## config.mk

```make
export PLATFORM = sky130hd
export DESIGN_NAME = dsram_arb
export DESIGN_NICKNAME = d
export VERILOG_FILES = /design/src/rtl/dsram_arb.sv
export SDC_FILE = /design/constraint.sdc
export NUM_CORES = 1
export LEC_CHECK = 0
export CAP_MARGIN = 20
export CORE_MARGIN = 1.5
export CORE_UTILIZATION = 35
export DETAILED_ROUTE_END_ITERATION = 12
export DONT_BUFFER_PORTS = 1
export PLACE_DENSITY_LB_ADDON = 0.2
export SLEW_MARGIN = 0
export SYNTH_ARGS = -nofsm -noshare
export SYNTH_HDL_FRONTEND = slang
export SYNTH_SLANG_ARGS = --single-unit
```

## constraint.sdc

```tcl
create_clock -name clk -period 2 [get_ports clk]
set_clock_uncertainty 0.2 [all_clocks]
set_input_delay 0 -clock clk [delete_from_list [all_inputs] [get_ports clk]]
set_output_delay 0 -clock clk [all_outputs]
set_load 0.01 [all_outputs]
```

## src/rtl/dsram_arb.sv

```systemverilog
// dsram_arb: fixed-priority arbiter sharing the data SRAM between the core LSU port and a debug port.
// Optional access statistics are enabled with `define DSRAM_ARB_STAT_EN.
module dsram_arb #(
   parameter int AW         = 8,
   parameter int STARVE_MAX = 16
) (
   input  logic          clk,
   input  logic          rstn,
   input  logic [15:0]   dat_a,
   input  logic [3:0]    dat_we,
   input  logic [31:0]   dat_wd,
   input  logic [3:0]    dat_re,
   output logic [31:0]   dat_rd,
   input  logic          dbg_req,
   input  logic          dbg_we,
   input  logic [3:0]    dbg_be,
   input  logic [AW-1:0] dbg_a,
   input  logic [31:0]   dbg_wd,
   output logic          dbg_gnt,
   output logic          dbg_rvalid,
   output logic [31:0]   dbg_rd,
   output logic          dbg_starve,
   input  logic          dbg_starve_clr,
   output logic [AW-1:0] sram_a,
   output logic [3:0]    sram_we,
   output logic [31:0]   sram_wd,
   output logic [3:0]    sram_re,
`ifdef DSRAM_ARB_STAT_EN
   output logic [31:0]   stat_core,
   output logic [31:0]   stat_dbg,
   output logic [31:0]   stat_conf,
`endif
   input  logic [31:0]   sram_rd
);

   localparam logic [1:0] OWN_NONE = 2'd0;
   localparam logic [1:0] OWN_CORE = 2'd1;
   localparam logic [1:0] OWN_DBGR = 2'd2;
   localparam logic [7:0] STARVE_LIM = 8'(STARVE_MAX);

   logic          core_req_s;
   logic          dbg_gnt_s;
   logic [3:0]    we_s;
   logic [3:0]    re_s;
   logic [AW-1:0] a_hold_r;
   logic [31:0]   wd_hold_r;
   logic [1:0]    own_r;
   logic [31:0]   hold_rd_r;
   logic [7:0]    wait_cnt_r;
   logic [7:0]    wait_nx_s;
   logic          starve_r;
   logic          unused_s;

   assign core_req_s = (|dat_we) | (|dat_re);
   assign dbg_gnt_s  = dbg_req & ~core_req_s;
   assign dbg_gnt    = dbg_gnt_s;
   assign unused_s   = ^{dat_a[1:0], dat_a[15:AW+2]};

   // SRAM port mux; address and write data hold their last value when idle
   always_comb begin
      sram_a  = a_hold_r;
      sram_wd = wd_hold_r;
      we_s    = 4'h0;
      re_s    = 4'h0;
      if (core_req_s) begin
         sram_a  = dat_a[AW+1:2];
         sram_wd = dat_wd;
         we_s    = dat_we;
         re_s    = dat_re;
      end else if (dbg_gnt_s) begin
         sram_a  = dbg_a;
         sram_wd = dbg_wd;
         if (dbg_we) begin
            we_s = dbg_be;
         end else begin
            re_s = dbg_be;
         end
      end else begin
         we_s = 4'h0;
         re_s = 4'h0;
      end
   end

   // Strobes are suppressed while reset is asserted
   always_comb begin
      if (rstn) begin
         sram_we = we_s;
         sram_re = re_s;
      end else begin
         sram_we = 4'h0;
         sram_re = 4'h0;
      end
   end

   // Read-data routing by owner of the previous access
   always_comb begin
      if (own_r == OWN_CORE) begin
         dat_rd = sram_rd;
      end else begin
         dat_rd = hold_rd_r;
      end
      if (own_r == OWN_DBGR) begin
         dbg_rvalid = 1'b1;
         dbg_rd     = sram_rd;
      end else begin
         dbg_rvalid = 1'b0;
         dbg_rd     = 32'h0;
      end
   end

   // Next starvation count, saturating
   always_comb begin
      if (dbg_req && !dbg_gnt_s) begin
         if (wait_cnt_r == 8'hFF) begin
            wait_nx_s = 8'hFF;
         end else begin
            wait_nx_s = wait_cnt_r + 8'd1;
         end
      end else begin
         wait_nx_s = 8'h00;
      end
   end

   // Owner tracking, read hold, port hold and starvation state
   always_ff @(posedge clk or negedge rstn) begin
      if (!rstn) begin
         own_r      <= OWN_NONE;
         hold_rd_r  <= 32'h0;
         a_hold_r   <= '0;
         wd_hold_r  <= 32'h0;
         wait_cnt_r <= 8'h00;
         starve_r   <= 1'b0;
      end else begin
         if (core_req_s) begin
            own_r <= OWN_CORE;
         end else if (dbg_gnt_s && !dbg_we) begin
            own_r <= OWN_DBGR;
         end else begin
            own_r <= OWN_NONE;
         end
         if (own_r == OWN_CORE) begin
            hold_rd_r <= sram_rd;
         end
         a_hold_r   <= sram_a;
         wd_hold_r  <= sram_wd;
         wait_cnt_r <= wait_nx_s;
         // Clear wins over a coincident set
         if (dbg_starve_clr) begin
            starve_r <= 1'b0;
         end else if (wait_nx_s == STARVE_LIM && wait_cnt_r != STARVE_LIM) begin
            starve_r <= 1'b1;
         end
      end
   end

   assign dbg_starve = starve_r;

`ifdef DSRAM_ARB_STAT_EN
   function automatic logic [31:0] sat_inc32(input logic [31:0] v);
      return (v == 32'hFFFF_FFFF) ? v : v + 32'd1;
   endfunction

   logic [31:0] stat_core_r;
   logic [31:0] stat_dbg_r;
   logic [31:0] stat_conf_r;

   // Saturating access statistics
   always_ff @(posedge clk or negedge rstn) begin
      if (!rstn) begin
         stat_core_r <= 32'h0;
         stat_dbg_r  <= 32'h0;
         stat_conf_r <= 32'h0;
      end else begin
         if (core_req_s) begin
            stat_core_r <= sat_inc32(stat_core_r);
         end
         if (dbg_gnt_s) begin
            stat_dbg_r <= sat_inc32(stat_dbg_r);
         end
         if (dbg_req && core_req_s) begin
            stat_conf_r <= sat_inc32(stat_conf_r);
         end
      end
   end

   assign stat_core = stat_core_r;
   assign stat_dbg  = stat_dbg_r;
   assign stat_conf = stat_conf_r;
`endif

endmodule

```

==> results of run 1 <==
cell usage after synthesis, types with 4 or more instances:
| library cell | count | area share, % |
|---|---|---|
| and2_1 | 33 | 5.2 |
| mux2_2 | 32 | 9.1 |
| buf_1 | 4 | 0.38 |
| nor2_1 | 4 | 0.38 |
| a21oi_1 | 12 | 1.5 |
| inv_1 | 7 | 0.66 |
| dfrtp_1 | 83 | 53 |
| mux2i_1 | 40 | 10 |
| o21ai_0 | 41 | 5.2 |
| nand2_1 | 42 | 4.0 |
| clkbuf_1 | 17 | 1.6 |
| nor2b_1 | 11 | 1.7 |
metrics by stage:
stage | hold slack, ps | worst slack (ps) | cells
after floorplan | -496 | 152 | 362
after global placement | -494 | 131 | 497
after detailed placement | -494 | 76.9 | 497
cell families after synthesis:
| family | share of synthesized area, % |
|---|---|
| AO/OA/AOI/OAI | 8.26 |
| buffers and inverters | 3.32 |
| flip-flops | 52.5 |
| AND/OR/NAND/NOR | 14.7 |
| XOR/XNOR | 0.886 |
| adder cells (fa/ha/maj) | 0.633 |
| multiplexers | 19.6 |
==> impl_metrics.py, run 1 <==
metrics = {
    "clock_tree": {
        "cts_buffer_depth": 2,
        "ctsHoldBuffers": 103,
        "postCtsSetupBuffers": 0,
        "clockRootBuffer": "clkbuf_16",
        "cts_buffers": 9,
        "ctsResizeCount": 0,
        "ctsHtreeMaxLevel": 3,
        "cts_sinks": 83,
    },
    "synthesis": {
        "yosysSeqAreaShare_pct": 52.5,
        "synth-main-ff-cell": "dfrtp_1",
        "synthArstFlopShare_pct": 100,
        "synth-seq-cells": 83,
        "synth_nets": 501,
        "postSynthCellCount": 362,
        "synth_cell_types": 34,
        "syn_area_sq_um": 3950,
        "synth-edff-count": 0,
        "yosysWarningCount": 0,
        "avgSynthCellArea_sq_um": 10.9,
    },
    "floorplanning": {
        "die_h_um": 109,
        "boundaryPins": 252,
        "dieWidth_um": 109,
        "start_util_pct": 36.2,
        "num_rows": 38,
    },
    "outcome": {
        "error": "[ERROR RSZ-0060] Max buffer count reached.",
        "status": "stopped before the end",
        "lastStage": "clock tree synthesis (4_1_cts)",
    },
    "placed_design": {
        "port_buffers": 0,
        "post_dp_cell_area_sq_um": 4190,
        "hpwlAfterDp_um": 6870,
        "gp_congestion": 0.847,
    },
}
==> inputs of run 2 (changes only) <==
CORE_UTILIZATION = 20   (was 35)
PLACE_DENSITY_LB_ADDON = 0.15   (was 0.2)
==> run 2 against run 1 <==
Synthesized area is the same. The flow now finishes, with violations (negative hold slack). Synthesized cell count is the same.
==> impl_metrics.py, run 2 <==
metrics = {
    "global_route": {
        "antenna_found_initial": 0,
        "grt_pass1_wl_um": 17400,
        "grt_max_degree": 92,
        "grt.total_usage_pct": 11.3,
        "grt_pass1_vias": 3426,
        "overflow": 0,
    },
    "clock_tree": {
        "cts_sinks": 83,
        "cts_tree": "done",
        "clockRootBuffer": "clkbuf_16",
        "cts_buffer_depth": 2,
        "ctsHoldBuffers": 118,
        "ctsHtreeMaxLevel": 3,
        "cts_buffers": 9,
        "worstSkewPairLatency_ps": 330,
        "path_clk_slew_ps": 60,
    },
    "drt": {
        "wirelength_um": 11900,
        "avgViaCountPerCell": 4.23,
        "via_count": 3345,
        "ant_nets": 0,
        "drtIter0Drc": 101,
        "wl_per_cell_um": 15.1,
        "first_pass_iters": 4,
        "drc": 0,
    },
    "worst_setup_path": {
        "slowest_delay_ps": 360,
        "worstPathMaxFanout": 5,
        "worst-path-stages": 5,
        "endpoint_kind": "register",
        "path_delay_family": "compound AO/OA/AOI/OAI gates",
        "cp.required_ps": 2070,
        "critPathBufInv": 0,
        "r2r_cells": 5,
        "r2r_slack_ps": 90,
        "cp_cell_sequence": "and3_1 > nand4_4 > mux2_4 > o41ai_2 > o311a_1",
        "arrival_ps": 1980,
        "critPathKind": "reg -> reg",
        "cpMaxStageDelayCell": "dfrtp_1",
        "cp-start-kind": "register",
    },
    "finish": {
        "nets": 662,
        "multi_input_area_sq_um": 1770,
        "final_cell_mix": "dlygate4sd3_1 (118), dfrtp_1 (83), buf_4 (55)",
        "n_antenna_cell": 0,
        "top_regs": "hold_rd_r (32), wd_hold_r (32)",
        "final_common_cell": "dlygate4sd3_1",
        "drive_gt1_share_pct": 21.1,
        "nFillCells": 1989,
        "syn2layout_area_growth_pct": 55.3,
        "regArea_sq_um": 2080,
    },
    "pwr": {
        "leakage_nw": 2.81,
        "ir_worst_vdd_mv": 0.352,
        "pwr_density_cell_nw_per_um2": 658,
    },
    "timing": {
        "drv_slew": 0,
        "finalSetupViolCount": 0,
        "whs_ps": -848,
        "max_freq_mhz": 524,
        "final.period_utilization_pct": 95.5,
        "setup_tns_ps": 0,
        "min_period_ps": 1910,
        "finalWorstSetupSlack_ps": 89.9,
        "rsz0062_at_grt": "no",
        "worstMarginPinSlew_ps": 392,
        "final-hold-violation-count": 86,
        "slew_headroom_pct": 73.8,
    },
    "outcome": {
        "violations": "negative hold slack",
        "status": "finished with violations",
    },
    "synthesis": {
        "synth_area_leader_cell": "dfrtp_1",
        "synthArstFlopShare_pct": 100,
        "synth_cell_types": 34,
        "synth-main-ff-cell": "dfrtp_1",
        "yosysSeqAreaShare_pct": 52.5,
        "ys_top_cells_by_area": "dfrtp_1 (53%), mux2i_1 (10%), mux2_2 (9.1%), and2_1 (5.2%), o21ai_0 (5.2%)",
        "yosysMostFrequentCell": "dfrtp_1",
        "synth-edff-count": 0,
        "synth_nets": 501,
        "synth-seq-cells": 83,
        "synth_top_area_share_pct": 52.5,
        "avgSynthCellArea_sq_um": 10.9,
        "postSynthCellCount": 362,
        "yosysWarningCount": 0,
        "syn_area_sq_um": 3950,
        "synthTopCellsByCount": "dfrtp_1 (83), nand2_1 (42), o21ai_0 (41), mux2i_1 (40), and2_1 (33)",
    },
    "floorplanning": {
        "num_rows": 51,
        "die_h_um": 144,
        "dieWidth_um": 144,
        "dieArea_sq_um": 20600,
        "boundaryPins": 252,
        "core-area_sq_um": 19400,
        "start_util_pct": 20.4,
    },
    "placed_design": {
        "place_ws_ps": 67.8,
        "gp_congestion": 0.745,
        "hpwlAfterDp_um": 7860,
        "port_buffers": 0,
    },
    "job": {
        "cap_violations": 0,
    },
    "min_path": {
        "hold_class": "in -> async",
    },
}
-- run 2: cell counts after synthesis --
Identical to the previous run, type by type.
-- run 2: through the flow --
step | util, % | power (W) | hold slack, ps | instances | area, sq um
2_1_floorplan | - | 0.00203 | -496 | 362 | 3950
3_3_place_gp | 23.8 | 0.00213 | -493 | 656 | 4610
3_5_place_dp | 23.8 | 0.00213 | -493 | 656 | 4610
4_1_cts | 31.4 | 0.00414 | -873 | 787 | 6100
5_1_grt | 31.7 | 0.00426 | -874 | 790 | 6140
6_report | 31.7 | 0.00404 | -848 | 790 | 6140
-- run 2: power breakdown --
group,switching [W],total [W],internal [W]
Sequential,0.0000238,0.00178,0.00176
Combinational,0.000201,0.000509,0.000308
Clock,0.000645,0.00175,0.00110
Total,0.000869,0.00404,0.00317
-- run 2: what timing repair did --
action,in CTS,in global routing
resized for setup,0,3
buffers inserted,0,3
setup endpoints to repair,0,2
hold endpoints to repair,232,86
-- run 2: worst paths after layout --
path                                  to           from
hold / removal             wd_hold_r[29]           rstn
hold reg to reg            hold_rd_r[15]  hold_rd_r[15]
min in group clk              sram_we[3]           rstn
setup / recovery              dbg_starve  wait_cnt_r[1]
max in group asynchronous  wait_cnt_r[4]           rstn
setup reg to reg              dbg_starve  wait_cnt_r[1]
-- run 2: layout make-up --
cell class,instances,share of cell area [%]
sequential,83,33.8
inverter,7,0.428
multi-input combinational,247,28.8
timing repair buffer,175,26.6
clock buffer,10,3.89
tap,265,5.40
clock inverter,3,1.06
-- run 2: cell families (layout without fill, tap and decap cells) --
kind of cell | count (synthesis) | in the layout | share of synthesized area, %
adder cells (fa/ha/maj) | 2 | 2 | 0.633
AO/OA/AOI/OAI | 60 | 60 | 8.26
multiplexers | 73 | 73 | 19.6
buffers and inverters | 32 | 195 | 3.32
XOR/XNOR | 4 | 4 | 0.886
AND/OR/NAND/NOR | 108 | 108 | 14.7
flip-flops | 83 | 83 | 52.5
-- run 2: routing by layer --
layer,wire [um],vias to the layer above,global-route usage [%]
met5,0,-,0
met4,248,0,4.99
met3,1170,14,4.43
met2,5940,205,20.6
met1,4550,1571,11.3
li1,-,1555,-
No activity file was read; power rests on OpenSTA's default activity.
==> inputs of run 3 (changes only) <==
==> constraint.sdc (replaced) <==
create_clock -name clk -period 2 [get_ports clk]
set_clock_uncertainty 0.2 [all_clocks]
set_input_delay 0 -clock clk [delete_from_list [all_inputs] [get_ports clk]]
set_output_delay 0 -clock clk [all_outputs]
set_load 0.005 [all_outputs]
==> run 3 against run 2 <==
Die area unchanged. Register-to-register slack better by 20 ps. Worst setup slack better by 4.9 ps. Hold slack worse by 5.0 ps. Fmax up 0.26%. The run still ends with negative hold slack left. Non-clock buffer count down 38. Critical endpoint is now wd_hold_r[30]. Sequential share of layout area up 1.7 points. Critical path depth unchanged. Critical path type is now in -> reg.
==> impl_metrics.py, run 3 (same netlist as run 2, synthesis figures left out) <==
metrics = {
    "outcome": {
        "status": "finished with violations",
        "violations": "negative hold slack",
    },
    "pwr": {
        "pwr_density_cell_nw_per_um2": 667,
        "leakage_nw": 2.61,
        "ir_worst_vdd_mv": 0.356,
    },
    "timing": {
        "worstMarginPinSlew_ps": 435,
        "final.period_utilization_pct": 95.3,
        "final-hold-violation-count": 88,
        "whs_ps": -853,
        "slew_headroom_pct": 70.9,
        "min_period_ps": 1910,
        "finalSetupViolCount": 0,
        "drv_slew": 0,
        "max_freq_mhz": 525,
    },
    "global_route": {
        "grt_pass1_wl_um": 17500,
        "overflow": 0,
        "grt_max_degree": 92,
        "grt.total_usage_pct": 11.5,
        "grt_pass1_vias": 3381,
        "antenna_found_initial": 1,
    },
    "drt": {
        "first_pass_iters": 4,
        "ant_nets": 0,
        "avgViaCountPerCell": 4.29,
        "wl_per_cell_um": 16.1,
        "drc": 0,
        "drtIter0Drc": 128,
        "via_count": 3246,
        "wirelength_um": 12200,
    },
    "worst_setup_path": {
        "cpMaxStageDelayCell": "dlygate4sd3_1",
        "critPathKind": "in -> reg",
        "r2r_slack_ps": 110,
        "endpoint_kind": "register",
        "worstPathMaxFanout": 36,
        "cp_cell_sequence": "nor4_2 > nand2_2 > buf_4 > o21ai_0 > dlygate4sd3_1",
        "cp.required_ps": 2070,
        "arrival_ps": 1980,
        "slowest_delay_ps": 610,
        "cp-start-kind": "input port",
        "path_delay_family": "buffers and inverters",
        "critPathBufInv": 2,
    },
    "placed_design": {
        "gp_congestion": 0.775,
        "dp_cells": 621,
        "port_buffers": 0,
        "hpwlAfterDp_um": 7800,
    },
    "floorplanning": {
        "boundaryPins": 252,
        "num_rows": 51,
        "die_h_um": 144,
        "core-area_sq_um": 19400,
        "dieArea_sq_um": 20600,
        "dieWidth_um": 144,
        "start_util_pct": 20.4,
    },
    "finish": {
        "instances_no_fill": 757,
        "nets": 625,
        "final_common_cell": "dlygate4sd3_1",
        "syn2layout_area_growth_pct": 48.1,
        "drive_gt1_share_pct": 15.9,
        "top_regs": "hold_rd_r (32), wd_hold_r (32)",
        "final_cell_mix": "dlygate4sd3_1 (118), dfrtp_1 (83), nand2_1 (42)",
    },
    "clock_tree": {
        "clockRootBuffer": "clkbuf_16",
        "cts_buffer_depth": 2,
        "path_clk_slew_ps": 70,
        "cts_tree": "done",
        "worstSkewPairLatency_ps": 340,
        "cts_sinks": 83,
        "cts_buffers": 9,
        "ctsHtreeMaxLevel": 3,
    },
    "job": {
        "cap_violations": 0,
    },
    "min_path": {
        "hold_class": "in -> async",
    },
}
[run 3: cell count changes in the layout (fill, tap and decap cells not counted), moves of 2 or more]
cell	before	now
buf_4	55	18
and3_2	0	2
clkbuf_1	0	2
clkinvlp_4	0	2
nor4_1	2	0
nor4_2	0	2
[run 3: power by group]
part | leakage [nW] | total (W) | switching, W | internal (W)
clock | 0.139 | 0.00170 | 0.000695 | 0.00100
combinational | 1.48 | 0.000425 | 0.000162 | 0.000263
sequential | 0.986 | 0.00178 | 0.0000235 | 0.00176
[run 3: timing repair]
action                     in CTS  in global routing
setup buffers                   0                  0
setup endpoints to repair       0                  4
hold endpoints to repair      267                 89
gates resized for setup         0                  6
hold buffers                  117                  1
[run 3: path summary, 6_finish.rpt]
kind / start / to / depth (start not counted)
hold reg to reg: hold_rd_r[11] / hold_rd_r[11] / 1
setup / recovery: dat_we[3] / wd_hold_r[30] / 5
setup reg to reg: wait_cnt_r[0] / dbg_starve / 5
hold / removal: rstn / wd_hold_r[25] / 0
min in group clk: dat_we[3] / sram_we[3] / 2
max in group asynchronous: rstn / wait_cnt_r[3] / 0
[run 3: layout make-up]
cell class              instances  area, sq um
diodes                          1         2.50
clock buffers                  12          246
clock inverters                 4         50.0
fillers                      2009        13500
inverters                       7         26.3
multi-input cells             248         1790
flip-flops and latches         83         2080
well taps                     265          332
repair buffers                137         1340
[run 3: per-layer routing]
metal,wire (um),global-route usage [%],part of all wire [%]
met1,4590,11.5,38
met2,5810,19.7,48
met3,1320,4.93,11
met4,447,7.36,3.7
met5,0,0,0
[run 3: through the flow]
stage | worst slack, ps | TNS (ps) | cell area [sq um] | power [W] | util (%)
2_1_floorplan | 152 | 0 | 3950 | 0.00200 | -
3_3_place_gp | 101 | 0 | 4350 | 0.00205 | 22.4
3_5_place_dp | 65.0 | 0 | 4350 | 0.00205 | 22.4
4_1_cts | 48.9 | 0 | 5820 | 0.00400 | 30.0
5_1_grt | -23.7 | -35.6 | 5860 | 0.00411 | 30.2
6_report | 94.8 | 0 | 5860 | 0.00390 | 30.2
==> inputs of run 4 (changes only) <==
CORE_AREA = 2 2 98 100   (was unset)
CORE_MARGIN = unset   (was 1.5)
CORE_UTILIZATION = unset   (was 20)
DIE_AREA = 0 0 100 102   (was unset)
==> run 4 against run 3 <==
The flow now stops in clock tree synthesis (4_1_cts). Synthesized cell count unchanged. Synthesized area unchanged.
==> impl_metrics.py, run 4 <==
metrics = {
    "floorplanning": {
        "start_util_pct": 43.4,
        "dieWidth_um": 100,
        "die_h_um": 102,
        "boundaryPins": 252,
        "num_rows": 35,
    },
    "clock_tree": {
        "postCtsSetupBuffers": 0,
        "ctsResizeCount": 0,
        "cts_buffers": 9,
        "clockRootBuffer": "clkbuf_8",
        "cts_sinks": 83,
        "ctsHtreeMaxLevel": 3,
        "ctsHoldBuffers": 102,
        "cts_buffer_depth": 2,
    },
    "placed_design": {
        "hpwlAfterDp_um": 6380,
        "port_buffers": 0,
        "gp_congestion": 0.844,
    },
    "synthesis": {
        "yosysSeqAreaShare_pct": 52.5,
        "synth_nets": 501,
        "synth-edff-count": 0,
        "syn_area_sq_um": 3950,
        "synth-main-ff-cell": "dfrtp_1",
        "synth_cell_types": 34,
        "yosysMostFrequentCell": "dfrtp_1",
        "synth_area_leader_cell": "dfrtp_1",
        "synth_top_area_share_pct": 52.5,
        "avgSynthCellArea_sq_um": 10.9,
        "synthArstFlopShare_pct": 100,
        "postSynthCellCount": 362,
        "ys_top_cells_by_area": "dfrtp_1 (53%), mux2i_1 (10%), mux2_2 (9.1%), and2_1 (5.2%), o21ai_0 (5.2%)",
        "synth-seq-cells": 83,
        "yosysWarningCount": 0,
        "synthTopCellsByCount": "dfrtp_1 (83), nand2_1 (42), o21ai_0 (41), mux2i_1 (40), and2_1 (33)",
    },
    "outcome": {
        "status": "stopped before the end",
        "lastStage": "clock tree synthesis (4_1_cts)",
        "error": "[ERROR RSZ-0060] Max buffer count reached.",
    },
}
## run 4: cells by family after synthesis
| kind of cell | after synthesis | synth area share (%) |
|---|---|---|
| XOR/XNOR | 4 | 0.886 |
| flip-flops | 83 | 52.5 |
| AO/OA/AOI/OAI | 60 | 8.26 |
| AND/OR/NAND/NOR | 108 | 14.7 |
| adder cells (fa/ha/maj) | 2 | 0.633 |
| multiplexers | 73 | 19.6 |
| buffers and inverters | 32 | 3.32 |
## run 4: stage by stage
step	utilization [%]	setup WS [ps]	hold slack [ps]	cells	instance area (sq um)
2_1_floorplan	-	152	-496	362	3950
3_3_place_gp	44.7	102	-494	455	4070
3_5_place_dp	44.7	60.5	-494	455	4070
